## config.mk

```make
export PLATFORM = sky130hd
export DESIGN_NAME = sram_arbiter_flat
export DESIGN_NICKNAME = d
export VERILOG_FILES = /design/src/rtl/sram_arbiter_if.sv /design/src/rtl/sram_arbiter.sv /design/src/flat_wrapper.sv
export SDC_FILE = /design/constraint.sdc
export NUM_CORES = 1
export LEC_CHECK = 0
export BUFFER_PORTS_ARGS = -buffer_cell sky130_fd_sc_hd__buf_2
export CAP_MARGIN = 10
export CELL_PAD_IN_SITES_DETAIL_PLACEMENT = 0
export CELL_PAD_IN_SITES_GLOBAL_PLACEMENT = 1
export CORE_UTILIZATION = 37
export DETAILED_ROUTE_END_ITERATION = 8
export PLACE_DENSITY_LB_ADDON = 0.15
export SLEW_MARGIN = 25
export SYNTH_ARGS = -nofsm -noshare
export SYNTH_HDL_FRONTEND = slang
export SYNTH_SLANG_ARGS = --single-unit
```

## constraint.sdc

```tcl
create_clock -name clk -period 4.57 [get_ports clk]
set_clock_uncertainty 0.2 [all_clocks]
set_input_delay 0.457 -clock clk [delete_from_list [all_inputs] [get_ports clk]]
set_output_delay 0.457 -clock clk [all_outputs]
set_load 0.02 [all_outputs]
```

## src/rtl/sram_arbiter_if.sv

```systemverilog
// Bus bundle between the fetch/data requesters, the arbiter and the unified SRAM.
// slave is the arbiter's view; master is the requester/memory side.
interface sram_arbiter_if;
  logic        if_req;
  logic [15:0] if_addr;
  logic        if_gnt;
  logic        if_rvalid;
  logic [31:0] if_rdata;

  logic        dm_req;
  logic        dm_we;
  logic [1:0]  dm_size;
  logic        dm_unsigned;
  logic [15:0] dm_addr;
  logic [31:0] dm_wdata;
  logic        dm_gnt;
  logic        dm_rvalid;
  logic [31:0] dm_rdata;
  logic        dm_err;

  logic [3:0]  sram_w_en;
  logic [15:0] sram_address;
  logic [31:0] sram_write_data;
  logic [31:0] sram_read_data;

  modport slave (
    input  if_req, if_addr,
    output if_gnt, if_rvalid, if_rdata,
    input  dm_req, dm_we, dm_size, dm_unsigned, dm_addr, dm_wdata,
    output dm_gnt, dm_rvalid, dm_rdata, dm_err,
    output sram_w_en, sram_address, sram_write_data,
    input  sram_read_data
  );

  modport master (
    output if_req, if_addr,
    input  if_gnt, if_rvalid, if_rdata,
    output dm_req, dm_we, dm_size, dm_unsigned, dm_addr, dm_wdata,
    input  dm_gnt, dm_rvalid, dm_rdata, dm_err,
    input  sram_w_en, sram_address, sram_write_data,
    output sram_read_data
  );
endinterface

```

## src/rtl/sram_arbiter.sv

```systemverilog
// Round-robin arbiter and access sequencer sharing one byte-addressed SRAM between
// instruction fetch and data ports, with load extension, alignment checks and wait states.
module sram_arbiter #(
  parameter int unsigned WAIT_STATES = 0
) (
  input  logic          clk,
  input  logic          rst,
  sram_arbiter_if.slave bus
);
  localparam int CW = 4;

  typedef enum logic { IDLE, ACCESS } state_t;
  typedef enum logic { OWN_IF, OWN_DM } owner_t;

  typedef struct packed {
    owner_t      owner;
    logic        we;
    logic [1:0]  size;
    logic        uns;
    logic        err;
    logic [15:0] addr;
    logic [31:0] wdata;
  } req_t;

  state_t        state;
  owner_t        last_grant;
  req_t          cur;
  logic [CW-1:0] cnt;

  logic          grant_if, grant_dm;
  logic          dm_mis;
  logic          last;
  logic [3:0]    lanes;
  logic [31:0]   ext;

  logic          if_rvalid_q, dm_rvalid_q, dm_err_q;
  logic [31:0]   if_rdata_q, dm_rdata_q;

  // Arbitration only happens in IDLE; on a tie the port that did not win last time goes.
  always_comb begin
    grant_if = 1'b0;
    grant_dm = 1'b0;
    if (!rst && state == IDLE) begin
      if (bus.dm_req && (!bus.if_req || last_grant == OWN_IF)) grant_dm = 1'b1;
      else if (bus.if_req)                                     grant_if = 1'b1;
    end
  end

  always_comb begin
    case (bus.dm_size)
      2'b00:   dm_mis = 1'b0;
      2'b01:   dm_mis = bus.dm_addr[0];
      2'b10:   dm_mis = |bus.dm_addr[1:0];
      default: dm_mis = 1'b1;
    endcase
  end

  assign last = (state == ACCESS) && (cnt == '0);

  always_comb begin
    case (cur.size)
      2'b00:   lanes = 4'b0001;
      2'b01:   lanes = 4'b0011;
      2'b10:   lanes = 4'b1111;
      default: lanes = 4'b0000;
    endcase
  end

  always_comb begin
    case (cur.size)
      2'b00:   ext = {{24{~cur.uns & bus.sram_read_data[7]}},  bus.sram_read_data[7:0]};
      2'b01:   ext = {{16{~cur.uns & bus.sram_read_data[15]}}, bus.sram_read_data[15:0]};
      default: ext = bus.sram_read_data;
    endcase
    if (cur.err || cur.we) ext = '0;
  end

  // rst gates the write strobe combinationally so a reset landing on the final
  // access cycle cannot commit a store.
  assign bus.sram_w_en       = (last && cur.we && !cur.err && !rst) ? lanes : 4'b0000;
  assign bus.sram_write_data = (last && !rst) ? cur.wdata : '0;
  assign bus.sram_address    = (state == ACCESS) ? cur.addr : '0;

  assign bus.if_gnt    = grant_if;
  assign bus.dm_gnt    = grant_dm;
  assign bus.if_rvalid = if_rvalid_q;
  assign bus.if_rdata  = if_rdata_q;
  assign bus.dm_rvalid = dm_rvalid_q;
  assign bus.dm_rdata  = dm_rdata_q;
  assign bus.dm_err    = dm_err_q;

  always_ff @(posedge clk) begin
    if (rst) begin
      state       <= IDLE;
      last_grant  <= OWN_IF;
      cur         <= '0;
      cnt         <= '0;
      if_rvalid_q <= 1'b0;
      dm_rvalid_q <= 1'b0;
      dm_err_q    <= 1'b0;
      if_rdata_q  <= '0;
      dm_rdata_q  <= '0;
    end else begin
      if_rvalid_q <= 1'b0;
      dm_rvalid_q <= 1'b0;
      dm_err_q    <= 1'b0;
      case (state)
        IDLE: begin
          if (grant_dm) begin
            cur <= '{owner: OWN_DM, we: bus.dm_we, size: bus.dm_size, uns: bus.dm_unsigned,
                     err: dm_mis, addr: bus.dm_addr, wdata: bus.dm_wdata};
            last_grant <= OWN_DM;
            cnt        <= CW'(WAIT_STATES);
            state      <= ACCESS;
          end else if (grant_if) begin
            cur <= '{owner: OWN_IF, we: 1'b0, size: 2'b10, uns: 1'b0,
                     err: 1'b0, addr: bus.if_addr, wdata: 32'h0};
            last_grant <= OWN_IF;
            cnt        <= CW'(WAIT_STATES);
            state      <= ACCESS;
          end
        end
        ACCESS: begin
          if (cnt == '0) begin
            state <= IDLE;
            if (cur.owner == OWN_IF) begin
              if_rvalid_q <= 1'b1;
              if_rdata_q  <= bus.sram_read_data;
            end else begin
              dm_rvalid_q <= 1'b1;
              dm_err_q    <= cur.err;
              dm_rdata_q  <= ext;
            end
          end else begin
            cnt <= cnt - 1'b1;
          end
        end
        default: state <= IDLE;
      endcase
    end
  end
endmodule

```

## src/flat_wrapper.sv

```systemverilog
// flat-port wrapper written by rule: the top's interface ports become plain ports
module sram_arbiter_flat 
#(
  parameter int unsigned WAIT_STATES = 0
)
  (clk, rst, bus_if_req, bus_if_addr, bus_if_gnt, bus_if_rvalid, bus_if_rdata, bus_dm_req, bus_dm_we, bus_dm_size, bus_dm_unsigned, bus_dm_addr, bus_dm_wdata, bus_dm_gnt, bus_dm_rvalid, bus_dm_rdata, bus_dm_err, bus_sram_w_en, bus_sram_address, bus_sram_write_data, bus_sram_read_data);
  sram_arbiter_if bus_i ();
  input  logic clk;
  input  logic rst;
  input wire logic [$bits(bus_i.if_req)-1:0] bus_if_req;
  input wire logic [$bits(bus_i.if_addr)-1:0] bus_if_addr;
  output wire logic [$bits(bus_i.if_gnt)-1:0] bus_if_gnt;
  output wire logic [$bits(bus_i.if_rvalid)-1:0] bus_if_rvalid;
  output wire logic [$bits(bus_i.if_rdata)-1:0] bus_if_rdata;
  input wire logic [$bits(bus_i.dm_req)-1:0] bus_dm_req;
  input wire logic [$bits(bus_i.dm_we)-1:0] bus_dm_we;
  input wire logic [$bits(bus_i.dm_size)-1:0] bus_dm_size;
  input wire logic [$bits(bus_i.dm_unsigned)-1:0] bus_dm_unsigned;
  input wire logic [$bits(bus_i.dm_addr)-1:0] bus_dm_addr;
  input wire logic [$bits(bus_i.dm_wdata)-1:0] bus_dm_wdata;
  output wire logic [$bits(bus_i.dm_gnt)-1:0] bus_dm_gnt;
  output wire logic [$bits(bus_i.dm_rvalid)-1:0] bus_dm_rvalid;
  output wire logic [$bits(bus_i.dm_rdata)-1:0] bus_dm_rdata;
  output wire logic [$bits(bus_i.dm_err)-1:0] bus_dm_err;
  output wire logic [$bits(bus_i.sram_w_en)-1:0] bus_sram_w_en;
  output wire logic [$bits(bus_i.sram_address)-1:0] bus_sram_address;
  output wire logic [$bits(bus_i.sram_write_data)-1:0] bus_sram_write_data;
  input wire logic [$bits(bus_i.sram_read_data)-1:0] bus_sram_read_data;
  assign bus_i.if_req = bus_if_req;
  assign bus_i.if_addr = bus_if_addr;
  assign bus_if_gnt = bus_i.if_gnt;
  assign bus_if_rvalid = bus_i.if_rvalid;
  assign bus_if_rdata = bus_i.if_rdata;
  assign bus_i.dm_req = bus_dm_req;
  assign bus_i.dm_we = bus_dm_we;
  assign bus_i.dm_size = bus_dm_size;
  assign bus_i.dm_unsigned = bus_dm_unsigned;
  assign bus_i.dm_addr = bus_dm_addr;
  assign bus_i.dm_wdata = bus_dm_wdata;
  assign bus_dm_gnt = bus_i.dm_gnt;
  assign bus_dm_rvalid = bus_i.dm_rvalid;
  assign bus_dm_rdata = bus_i.dm_rdata;
  assign bus_dm_err = bus_i.dm_err;
  assign bus_sram_w_en = bus_i.sram_w_en;
  assign bus_sram_address = bus_i.sram_address;
  assign bus_sram_write_data = bus_i.sram_write_data;
  assign bus_i.sram_read_data = bus_sram_read_data;
  sram_arbiter #(.WAIT_STATES(WAIT_STATES)) u_core (.clk(clk), .rst(rst), .bus(bus_i));
endmodule
```

-- After elaboration in Yosys (flattened, before gate mapping)
Cells that the tools add are included.
- bits in registers: 127
- word-level logic and storage cells: 78
- add/sub/neg operators: 1
- equality and inequality tests: 6
- mux-type cells: 26
- bitwise logic cells: 7
- reductions and logical operators: 23
- operators with widths (operator ; number):
    54-bit 2-to-1 mux ; 2
    32-bit 2-to-1 mux ; 2
    32-bit case mux with 2 select lines ; 1
    16-bit 2-to-1 mux ; 1
    4-bit 2-to-1 mux ; 4
    1-bit 2-to-1 mux ; 12
    4-bit case mux with 3 select lines ; 1
    4-bit case mux with 2 select lines ; 1
    1-bit logical AND ; 7
    3-bit AND reduction ; 2
    1-bit inverter ; 5
    2-bit by 1-bit equality test with 1-bit output, second input constant ; 2
    2-bit equality test, second input constant ; 2
    2-bit logical NOT ; 2
    4-bit logical NOT ; 1
    2-bit AND reduction ; 2
    4-bit OR reduction ; 1
    4-bit by 1-bit subtractor with 4-bit output, second input constant ; 1
    1-bit logical NOT ; 3
    3-bit != test, second input constant ; 1
    1-bit case mux with 3 select lines ; 1
    3-bit OR reduction ; 1
    1-bit bitwise AND ; 2
    1-bit logical OR ; 2
    other kinds (4) ; 4

-- Logic depth before layout (Yosys ltp)
Gate-level depths: netlist of the first run.
- word-level depth: 8
- mapped depth: 7
- gate-level depth less buffers: 5

-- Worst setup path after synthesis of the first run
OpenSTA, ideal clock, no wires.
- path type: in2out
- start: input port rst
- end: output port bus_if_gnt
- arrival: 1720 ps
- required time: 3913 ps
- setup slack: 2193 ps
- stages: 5
- path buffers: 3
- path through: buf_2 nor3b_1 buf_4 buf_4 a21boi_0
- word-level cells in the longest chain between the ends: 3
- ends and longest elaborated chain (element ; line ; text):
    start, declared ; flat_wrapper.sv:9 ; input logic rst;
    1-bit logical NOT ; sram_arbiter.sv:43 ; if (!rst && state == IDLE) begin
    1-bit logical AND ; sram_arbiter.sv:43 ;
    1-bit 2-to-1 mux ; sram_arbiter.sv:43 ;
    end, declared ; flat_wrapper.sv:12 ; output wire logic [$bits(bus_i.if_gnt)-1:0] bus_if_gnt;
No other way between the ends.

-- Final worst setup path of the first run
- start: register u_core.state
- end: output port bus_dm_gnt
- word-level cells in the longest chain between the ends: 3
- ends and longest elaborated chain (element ; line ; text):
    start, declared ; sram_arbiter.sv:25 ; state_t state;
    start signal, assigned ; sram_arbiter.sv:94 ; state <= IDLE;
    start signal, assigned ; sram_arbiter.sv:114 ; state <= ACCESS;
    start signal, assigned ; sram_arbiter.sv:120 ; state <= ACCESS;
    1-bit inverter (no source line) ; -- ;
    1-bit logical AND ; sram_arbiter.sv:43 ;
    1-bit 2-to-1 mux ; sram_arbiter.sv:43 ;
    end, declared ; flat_wrapper.sv:21 ; output wire logic [$bits(bus_i.dm_gnt)-1:0] bus_dm_gnt;
No other way between the ends.

==> results.cfg, run 1 <==
[route]
drt-pass1-iter-count = 4
drt_iter0_drc = 383
vias = 4959
routed_wl_mm = 15.6
wl_per_cell_um = 16.6
routed_via_density = 5.30
drtAntennaViolNets = 0
drc = 0

[job]
drv_cap = 0

[synth]
synth_top_area_cell = dfxtp_1
ys_async_sr_fraction = 0
ys_seq_elements = 126
synth_common_cells = 126 x dfxtp_1, 70 x a21oi_1, 40 x o21ai_0
synth.distinct_cells = 46
avgSynthCellArea_um2 = 9.49
yosysSeqAreaShare = 0.482
syn_area_um2 = 5230
syn-num-nets = 660
synth_edf_count = 0
synth_ff_type = dfxtp_1
yosysMostFrequentCell = dfxtp_1
yosysWarnings = 0
synthCells = 551
netlist.area_leader.share = 0.482
synth_area_leaders = dfxtp_1 48%, a21oi_1 6.7%, a22o_1 6.0%

[clocking]
postCtsSetupBuffers = 0
clock_sinks = 126
clk_path_buf_depth = 2
ctsHoldBuffers = 0
cts_resized = 0
cts_buffers = 17
htree_levels = 4
cts_root_buf = clkbuf_16
cts.clk_slew.worst_paths_ps = 50
clock_latency_ps = 410
cts_tree = built

[timing]
max_freq_ghz = 0.273
fin_tns_setup_ps = 0
worst_slack_ps = 902
rsz0062_at_grt = no
max_slew.worst_pin.slew_ps = 793
period_share = 0.803
relSlewSlack = 0.471
setup_viol = 0
hold_slack_ps = 60.3
finalHoldViolations = 0
period_minus_slack_ps = 3670
slew_violations = 0

[critical_path]
cp_slowest_stage_delay_ps = 780
endpoint_kind = output port
r2r_slack_ps = 1580
crit_arrival_ps = 3010
startpoint = u_core.state$_SDFF_PP0_
reg2reg_from = u_core.state$_SDFF_PP0_
critical_path.cell_chain = nand2b_1 > or3_1 > inv_8 > buf_2
cp_max_fo = 37
reg2reg_depth = 4
reg2reg_to = u_core.cur[0]$_SDFFE_PP0P_
critPathSlowestCell = dfxtp_1
crit_type = reg -> out
required_ps = 3910
worstSetupStartpointType = flip-flop

[die]
core-area_um2 = 13800
fp.dieArea_um2 = 14600
die_h_um = 121
die_x_um = 121
io_pins = 225
start_util = 0.378
num_rows = 43

[global_route]
grt_overflow = 0
grt_util_met3 = 0.0738
first_global_vias = 4678
use_met1 = 0.266
grt_max_degree = 50
grt_pass1_wl_mm = 23.9
antenna_found_initial = 1
grt.busiest_layer = met2
grtUsageTotal = 0.210
use_met2 = 0.336

[final_layout]
fillerInstances = 1291
utilization = 0.502
fin_cells = 935
drive_above_1_share = 0.354
design_area_um2 = 6950
area_growth_pct = 32.8
nNetsFinal = 851
seq_area_um2 = 2520
multi_input_area_um2 = 2380

[placement]
postPlaceCellArea_um2 = 6350
post-place-cells = 903
dp_slack_ps = 1350
dpl.hpwl_mm = 10.4
gp_congestion = 0.762
place.port_buffers = 224

[min_path]
hold_path.class = in -> reg
min_to = u_core.cur[29]$_SDFFE_PP0P_
hold_depth = 2
hp-start = bus_dm_wdata[29]

[power]
cellLeakagePower_nw = 3.23
powerDensity_nw_per_um2 = 422
vdd_drop_max_v = 0.000269
finalPower_mw = 2.93

[run_status]
status = finished clean
==> routing by layer <==
| layer | vias to the layer above | routed length, µm |
|---|---|---|
| met5 | - | 0 |
| met4 | 0 | 159 |
| met3 | 13 | 1150 |
| met2 | 177 | 7310 |
| met1 | 2338 | 6930 |
| li1 | 2431 | - |
==> layout by cell type (no fill, tap or decap), drive strengths merged, types with 2 or more instances in the layout <==
cell / count
dfxtp: 126
and4b: 2
nor3b: 3
o2bb2ai: 8
a22o: 36
nor2: 5
o31ai: 17
and3: 32
ha: 5
bufinv: 3
clkbuf: 24
a32o: 16
or3: 19
nand2b: 3
nor3: 2
clkinv: 4
o21ai: 40
nand3: 33
a21oi: 70
buf: 233
inv: 8
and2: 19
nand2: 5
mux2i: 16
a21boi: 2
nand4: 8
==> state kept, by name, indices dropped and copies added (netlist names) <==
| name | cells |
|---|---|
| u_core.bus.dm_err | 1 |
| u_core.bus.dm_rdata | 32 |
| u_core.bus.dm_rvalid | 1 |
| u_core.bus.if_rdata | 32 |
| u_core.bus.if_rvalid | 1 |
| u_core.cnt | 4 |
| u_core.cur | 54 |
| u_core.state | 1 |
==> worst max-delay path: cells and delay by family, from the launching register on <==
kind,cells,cell delay [ps]
simple gates,2,1380
flops,1,780
buf+inv,2,430
==> cell type report <==
cell class                 count  area share
clock inverter                 7      0.0159
inverter                       8     0.00540
antenna                        1    0.000360
timing repair buffer         233       0.171
multi-input combinational    356       0.342
sequential                   126       0.363
tap                          180      0.0324
clock buffer                  24      0.0693
==> power by group <==
part           internal, mW  switching, mW
sequential             1.16         0.0345
clock                 0.894          0.463
combinational         0.139          0.242
==> how the worst max path moves through the flow <==
stage / to / slack (ps) / cells after the start
after global placement: bus_dm_gnt / 1420 / 4
final: bus_dm_gnt / 900 / 4
after CTS: bus_dm_gnt / 910 / 4
after floorplan: bus_if_gnt / 2190 / 5
after global routing: bus_dm_gnt / 670 / 4
after detailed placement: bus_dm_gnt / 1350 / 4
==> logic make-up after synthesis <==
logic type               synth area share
AND/OR/NAND/NOR                     0.161
adder cells (fa/ha/maj)            0.0120
multiplexers                       0.0306
flip-flops                          0.482
AO/OA/AOI/OAI                       0.247
buffers and inverters              0.0672
Power figures use the tool's default switching activity.
==> run 2, diff against run 1 <==
- ABC_AREA: default -> 1
- CORE_UTILIZATION: 37 -> 30
- clock period: 4.57 -> 3.1 ns (I/O delays scaled with it)
==> run 2 against run 1 <==
  * Critical path depth grew 4
  * Global-route usage shrank 2.9 points
  * First-iteration DRC count shrank 39%
  * Worst hold slack lost 60 ps
  * Clock power grew 56%
  * Routed wire length grew 10%
  * Final cell count grew 39%
==> results.cfg, run 2 <==
[min_path]
hold_path.class = in -> reg

[route]
wl_per_cell_um = 13.2
drc = 0
routed_wl_mm = 17.2
vias = 5661
drt-pass1-iter-count = 4
drt_iter0_drc = 235
drtAntennaViolNets = 0
routed_via_density = 4.35

[synth]
ys_async_sr_fraction = 0
syn-num-nets = 885
avgSynthCellArea_um2 = 7.08
yosysSeqAreaShare = 0.459
netlist.area_leader.share = 0.459
synth_top_area_cell = dfxtp_1
synth_area_leaders = dfxtp_1 46%, nand2_1 10%, nor2_1 9.6%
yosysWarnings = 0
syn_area_um2 = 5500
ys_seq_elements = 126
synth.distinct_cells = 26
yosysMostFrequentCell = nand2_1
synth_ff_type = dfxtp_1
synthCells = 776
synth_common_cells = 153 x nand2_1, 141 x nor2_1, 126 x dfxtp_1
synth_edf_count = 0

[die]
num_rows = 49
start_util = 0.306
core-area_um2 = 18000
fp.dieArea_um2 = 18900
die_x_um = 137
io_pins = 225
die_h_um = 137

[critical_path]
endpoint_kind = output port
crit_arrival_ps = 2110
worstSetupStartpointType = flip-flop
cp_max_fo = 32
crit_type = reg -> out
required_ps = 2590

[power]
finalPower_mw = 4.70
powerDensity_nw_per_um2 = 580
seq_power_share = 0.379
swShare = 0.278
clock_power_share = 0.451
vdd_drop_max_v = 0.000392
internal_power_mw = 3.40
p_sw_mw = 1.31
cellLeakagePower_nw = 3.97
power.share.combinational = 0.171

[final_layout]
layout_common_cells = 223 x buf_2, 153 x nand2_1, 141 x nor2_1
fillerInstances = 1854
largest-register = u_core.cur
area_growth_pct = 47.6
layout_commonest_cell = buf_2
seq_area_um2 = 2520
nNetsFinal = 1168
multi_input_area_um2 = 2360
antennaDiodeCount = 0
largest_reg_flops = 54
drive_above_1_share = 0.268

[timing]
max_slew.worst_pin.slew_ps = 772
fin_tns_setup_ps = 0
period_minus_slack_ps = 2620
period_share = 0.844
rsz0062_at_grt = no
relSlewSlack = 0.484
worst_slack_ps = 485
finalHoldViolations = 0
max_freq_ghz = 0.382
setup_viol = 0
slew_violations = 0

[placement]
dpl.hpwl_mm = 11.4
dp_slack_ps = 655
gp_congestion = 0.752
place.port_buffers = 224

[clocking]
cts_root_buf = clkbuf_16
clk_path_buf_depth = 2
clock_latency_ps = 410
htree_levels = 4
cts.clk_slew.worst_paths_ps = 60
cts_buffers = 17
cts_tree = built
clock_sinks = 126

[job]
drv_cap = 0

[global_route]
grt_overflow = 0
grtUsageTotal = 0.181
grt_pass1_wl_mm = 26.5
grt_max_degree = 63
antenna_found_initial = 0
first_global_vias = 5333

[run_status]
status = finished clean
[run 2: area by class of cell]
| type | count | area share |
|---|---|---|
| repair buffers | 314 | 0.246 |
| inverters | 83 | 0.0384 |
| clock inverters | 14 | 0.0238 |
| multi-input cells | 517 | 0.291 |
| well taps | 229 | 0.0353 |
| clock buffers | 18 | 0.0541 |
| flip-flops and latches | 126 | 0.311 |
[run 2: layer usage]
metal / routed length (µm) / track usage / part of all wire / vias up
li1: - / - / - / 3005
met1: 8040 / 0.233 / 0.47 / 2478
met2: 7810 / 0.291 / 0.45 / 164
met3: 1140 / 0.0482 / 0.066 / 14
met4: 189 / 0.0586 / 0.011 / 0
met5: 0 / 0 / 0 / -
[run 2: cell families after synthesis]
kind of cell | synth area share
compound gates | 0.123
fa+ha+maj | 0.0114
buf+inv | 0.112
flops | 0.459
simple gates | 0.295
[run 2: critical path, stage by stage (launching register included)]
cell and delay, ps:
dfxtp_1 310, inv_1 70, ha_1 220, nand3_2 130
nor3_1 280, inv_1 90, buf_4 250, nor2_1 150
buf_2 180
[run 2: metrics by stage]
stage | std cells | util | hold WS, ps | area, µm²
after floorplan | 776 | - | 220 | 5500
after global placement | 1189 | 0.372 | 238 | 6680
after detailed placement | 1189 | 0.372 | 241 | 6680
after CTS | 1301 | 0.452 | 1.18 | 8110
after global routing | 1301 | 0.452 | 15.0 | 8110
final | 1301 | 0.452 | 0.225 | 8110
[run 2: power groups by stage]
stage | clock, mW | sequential (mW) | combinational (mW)
2_1_floorplan | 0 | 1.86 | 0.462
3_3_place_gp | 0 | 1.82 | 0.736
3_5_place_dp | 0 | 1.82 | 0.734
4_1_cts | 2.17 | 1.78 | 0.814
5_1_grt | 2.24 | 1.80 | 0.903
6_report | 2.12 | 1.78 | 0.803
[run 2: worst paths after layout]
kind                                                  start                                    to  slack (ps)  cells past startpoint
worst min-delay path                         bus_dm_size[0]           u_core.cur[48]$_SDFFE_PP0P_         0.2                      3
worst max-delay path             u_core.cnt[0]$_SDFFE_PP0P_               bus_sram_write_data[18]         480                      8
worst max register to register  u_core.cur[51]$_SDFFE_PP0P_  u_core.bus.dm_rdata[30]$_SDFFE_PP0P_         740                      9
worst min register to register   u_core.cnt[0]$_SDFFE_PP0P_            u_core.cnt[0]$_SDFFE_PP0P_         250                      1
[run 2: timing repair]
item,in CTS,in global routing
hold endpoints to repair,87,0
setup buffers,0,0
resized for setup,0,0
hold buffers,80,0
==> run 3, diff against run 2 <==
- clock period: 3.1 -> 2.2 ns (I/O delays scaled with it)
==> run 3 against run 2 <==
  * Sequential share of layout area shrank 2.6 points
  * Clock power grew 36%
  * Clock-buffer cell count grew 6
  * Setup slack lost 480 ps
  * Global-route usage grew 1.2 points
  * First-iteration DRC count shrank 11%
  * Routed wire length grew 6.9%
  * Die area is the same
  * Largest power group unchanged
==> results.cfg, run 3 (synthesized netlist as in run 2, its figures left out) <==
[run_status]
status = finished clean

[die]
die_h_um = 137
core-area_um2 = 18000
num_rows = 49
fp.dieArea_um2 = 18900
start_util = 0.306
die_x_um = 137
io_pins = 225

[route]
highest_layer = met4
wl_met2_mm = 8.53
vias = 5892
routed_wl_mm = 18.4
dr_wl_met3_mm = 1.02
drt_iter0_drc = 208
m1WireLength_mm = 8.62
drc = 0
drtAntennaViolNets = 0
drt-pass1-iter-count = 4
routed_via_density = 4.41
wl_per_cell_um = 13.7

[clocking]
cts.clk_slew.worst_paths_ps = 50
clock_latency_ps = 410
cts_buffers = 17
clock_sinks = 126
cts_tree = built
cts_root_buf = clkbuf_16
clk_path_buf_depth = 2
htree_levels = 4

[critical_path]
crit_type = reg -> out
cp_max_fo = 3
endpoint = bus_sram_w_en[2]
critical_path.cell_chain = inv_2 > ha_4 > nand3_4 > nor3_4 > buf_4 > nand3_4 > nor2_4 > buf_4
reg2reg_depth = 7
critPathSlowestCell = dfxtp_2
worstSetupStartpointType = flip-flop
required_ps = 1780
r2r_slack_ps = 120
startpoint = u_core.cnt[0]$_SDFFE_PP0P_
cp_slowest_stage_delay_ps = 320
crit_family = simple AND/OR/NAND/NOR gates
cp_num_buf_inv = 3
crit_arrival_ps = 1780
reg2reg_from = u_core.state$_SDFF_PP0_
cp.depth = 8
endpoint_kind = output port
reg2reg_to = u_core.cur[37]$_SDFFE_PP0P_

[power]
cellLeakagePower_nw = 4.19
vdd_drop_max_v = 0.000557
powerDensity_nw_per_um2 = 758

[final_layout]
antennaDiodeCount = 0
area_growth_pct = 61.4
layout_common_cells = 187 x buf_2, 153 x nand2_1, 123 x dfxtp_1
largest-register = u_core.cur
largest_reg_flops = 54
fin_cells = 1336
drive_above_1_share = 0.304
layout_commonest_cell = buf_2
nNetsFinal = 1205
utilization = 0.494

[job]
drv_cap = 0

[timing]
slew_violations = 0
max_freq_ghz = 0.455
setup_viol = 0
rsz0062_at_grt = yes
worst_slack_ps = 1.41
period_share = 0.999
period_minus_slack_ps = 2200
max_slew.worst_pin.slew_ps = 929
relSlewSlack = 0.380
finalHoldViolations = 0
fin_tns_setup_ps = 0

[placement]
gp_congestion = 0.736
post-place-cells = 1199
dp_slack_ps = 160
place.port_buffers = 224
dpl.hpwl_mm = 11.8

[min_path]
hold_path.class = in -> reg
hold_depth = 5

[global_route]
grt_max_degree = 84
antenna_found_initial = 0
grt_overflow = 0
grt_pass1_wl_mm = 28.4
first_global_vias = 5597
grtUsageTotal = 0.193
run 3: cell types whose count changed in the layout (fill, tap and decap cells not counted), sizes merged:
cell         before  now
clkinvlp          3    1
clkinv            7    2
dlygate4sd3      80  100
buf             234  250
clkbuf           18   25
bufinv            4    3
run 3: layout make-up:
class	count	area [µm²]
multi-input cells	517	2570
flip-flops and latches	126	2530
repair buffers	351	2580
fillers	1856	9090
inverters	83	314
clock buffers	24	492
well taps	229	287
clock inverters	6	108
run 3: report_power, final:
part           internal [mW]  switching, mW  total [mW]
Sequential              2.44         0.0717        2.51
Clock                   1.89           1.00        2.89
Combinational          0.535          0.783        1.32
Total                   4.86           1.86        6.72
run 3: timing repair:
item / 4_1_cts / 5_1_grt
gates cloned: 2 / 1
pin swaps: 2 / 2
endpoints found under the setup margin: 36 / 55
gates resized for setup: 105 / 12
hold buffers: 100 / 0
buffers inserted: 3 / 1
hold endpoints to repair: 104 / 0
run 3: worst min-delay path by stage:
stage | from | to | slack [ps]
2_1_floorplan | bus_dm_we | u_core.cur[52]$_SDFFE_PP0P_ | 130
3_3_place_gp | bus_dm_wdata[17] | u_core.cur[17]$_SDFFE_PP0P_ | 220
3_5_place_dp | bus_dm_wdata[20] | u_core.cur[20]$_SDFFE_PP0P_ | 220
4_1_cts | bus_if_addr[0] | u_core.cur[32]$_SDFFE_PP0P_ | 0.4
5_1_grt | bus_if_addr[15] | u_core.cur[47]$_SDFFE_PP0P_ | 60
6_report | bus_if_addr[0] | u_core.cur[32]$_SDFFE_PP0P_ | 10
run 3: worst reg2reg max path, delay by kind of cell, from the launching register on:
kind                   cells  cell delay, ps
flip-flops                 1             370
AND/OR/NAND/NOR            3             370
buffers and inverters      2             830
AO/OA/AOI/OAI              2             260
run 3: metrics by stage:
stage / cell area [µm²] / hold slack (ps) / total power [mW]
after detailed placement: 6790 / 223 / 3.63
after CTS: 8790 / 0.382 / 6.79
final: 8870 / 14.9 / 6.72
after floorplan: 5500 / 130 / 3.27
after global placement: 6790 / 220 / 3.63
after global routing: 8870 / 57.6 / 7.08
run 3: routing by layer:
layer / vias up / track usage
met5: - / 0
met4: 0 / 0.0537
met3: 12 / 0.0574
met2: 171 / 0.316
met1: 2628 / 0.245
li1: 3081 / -
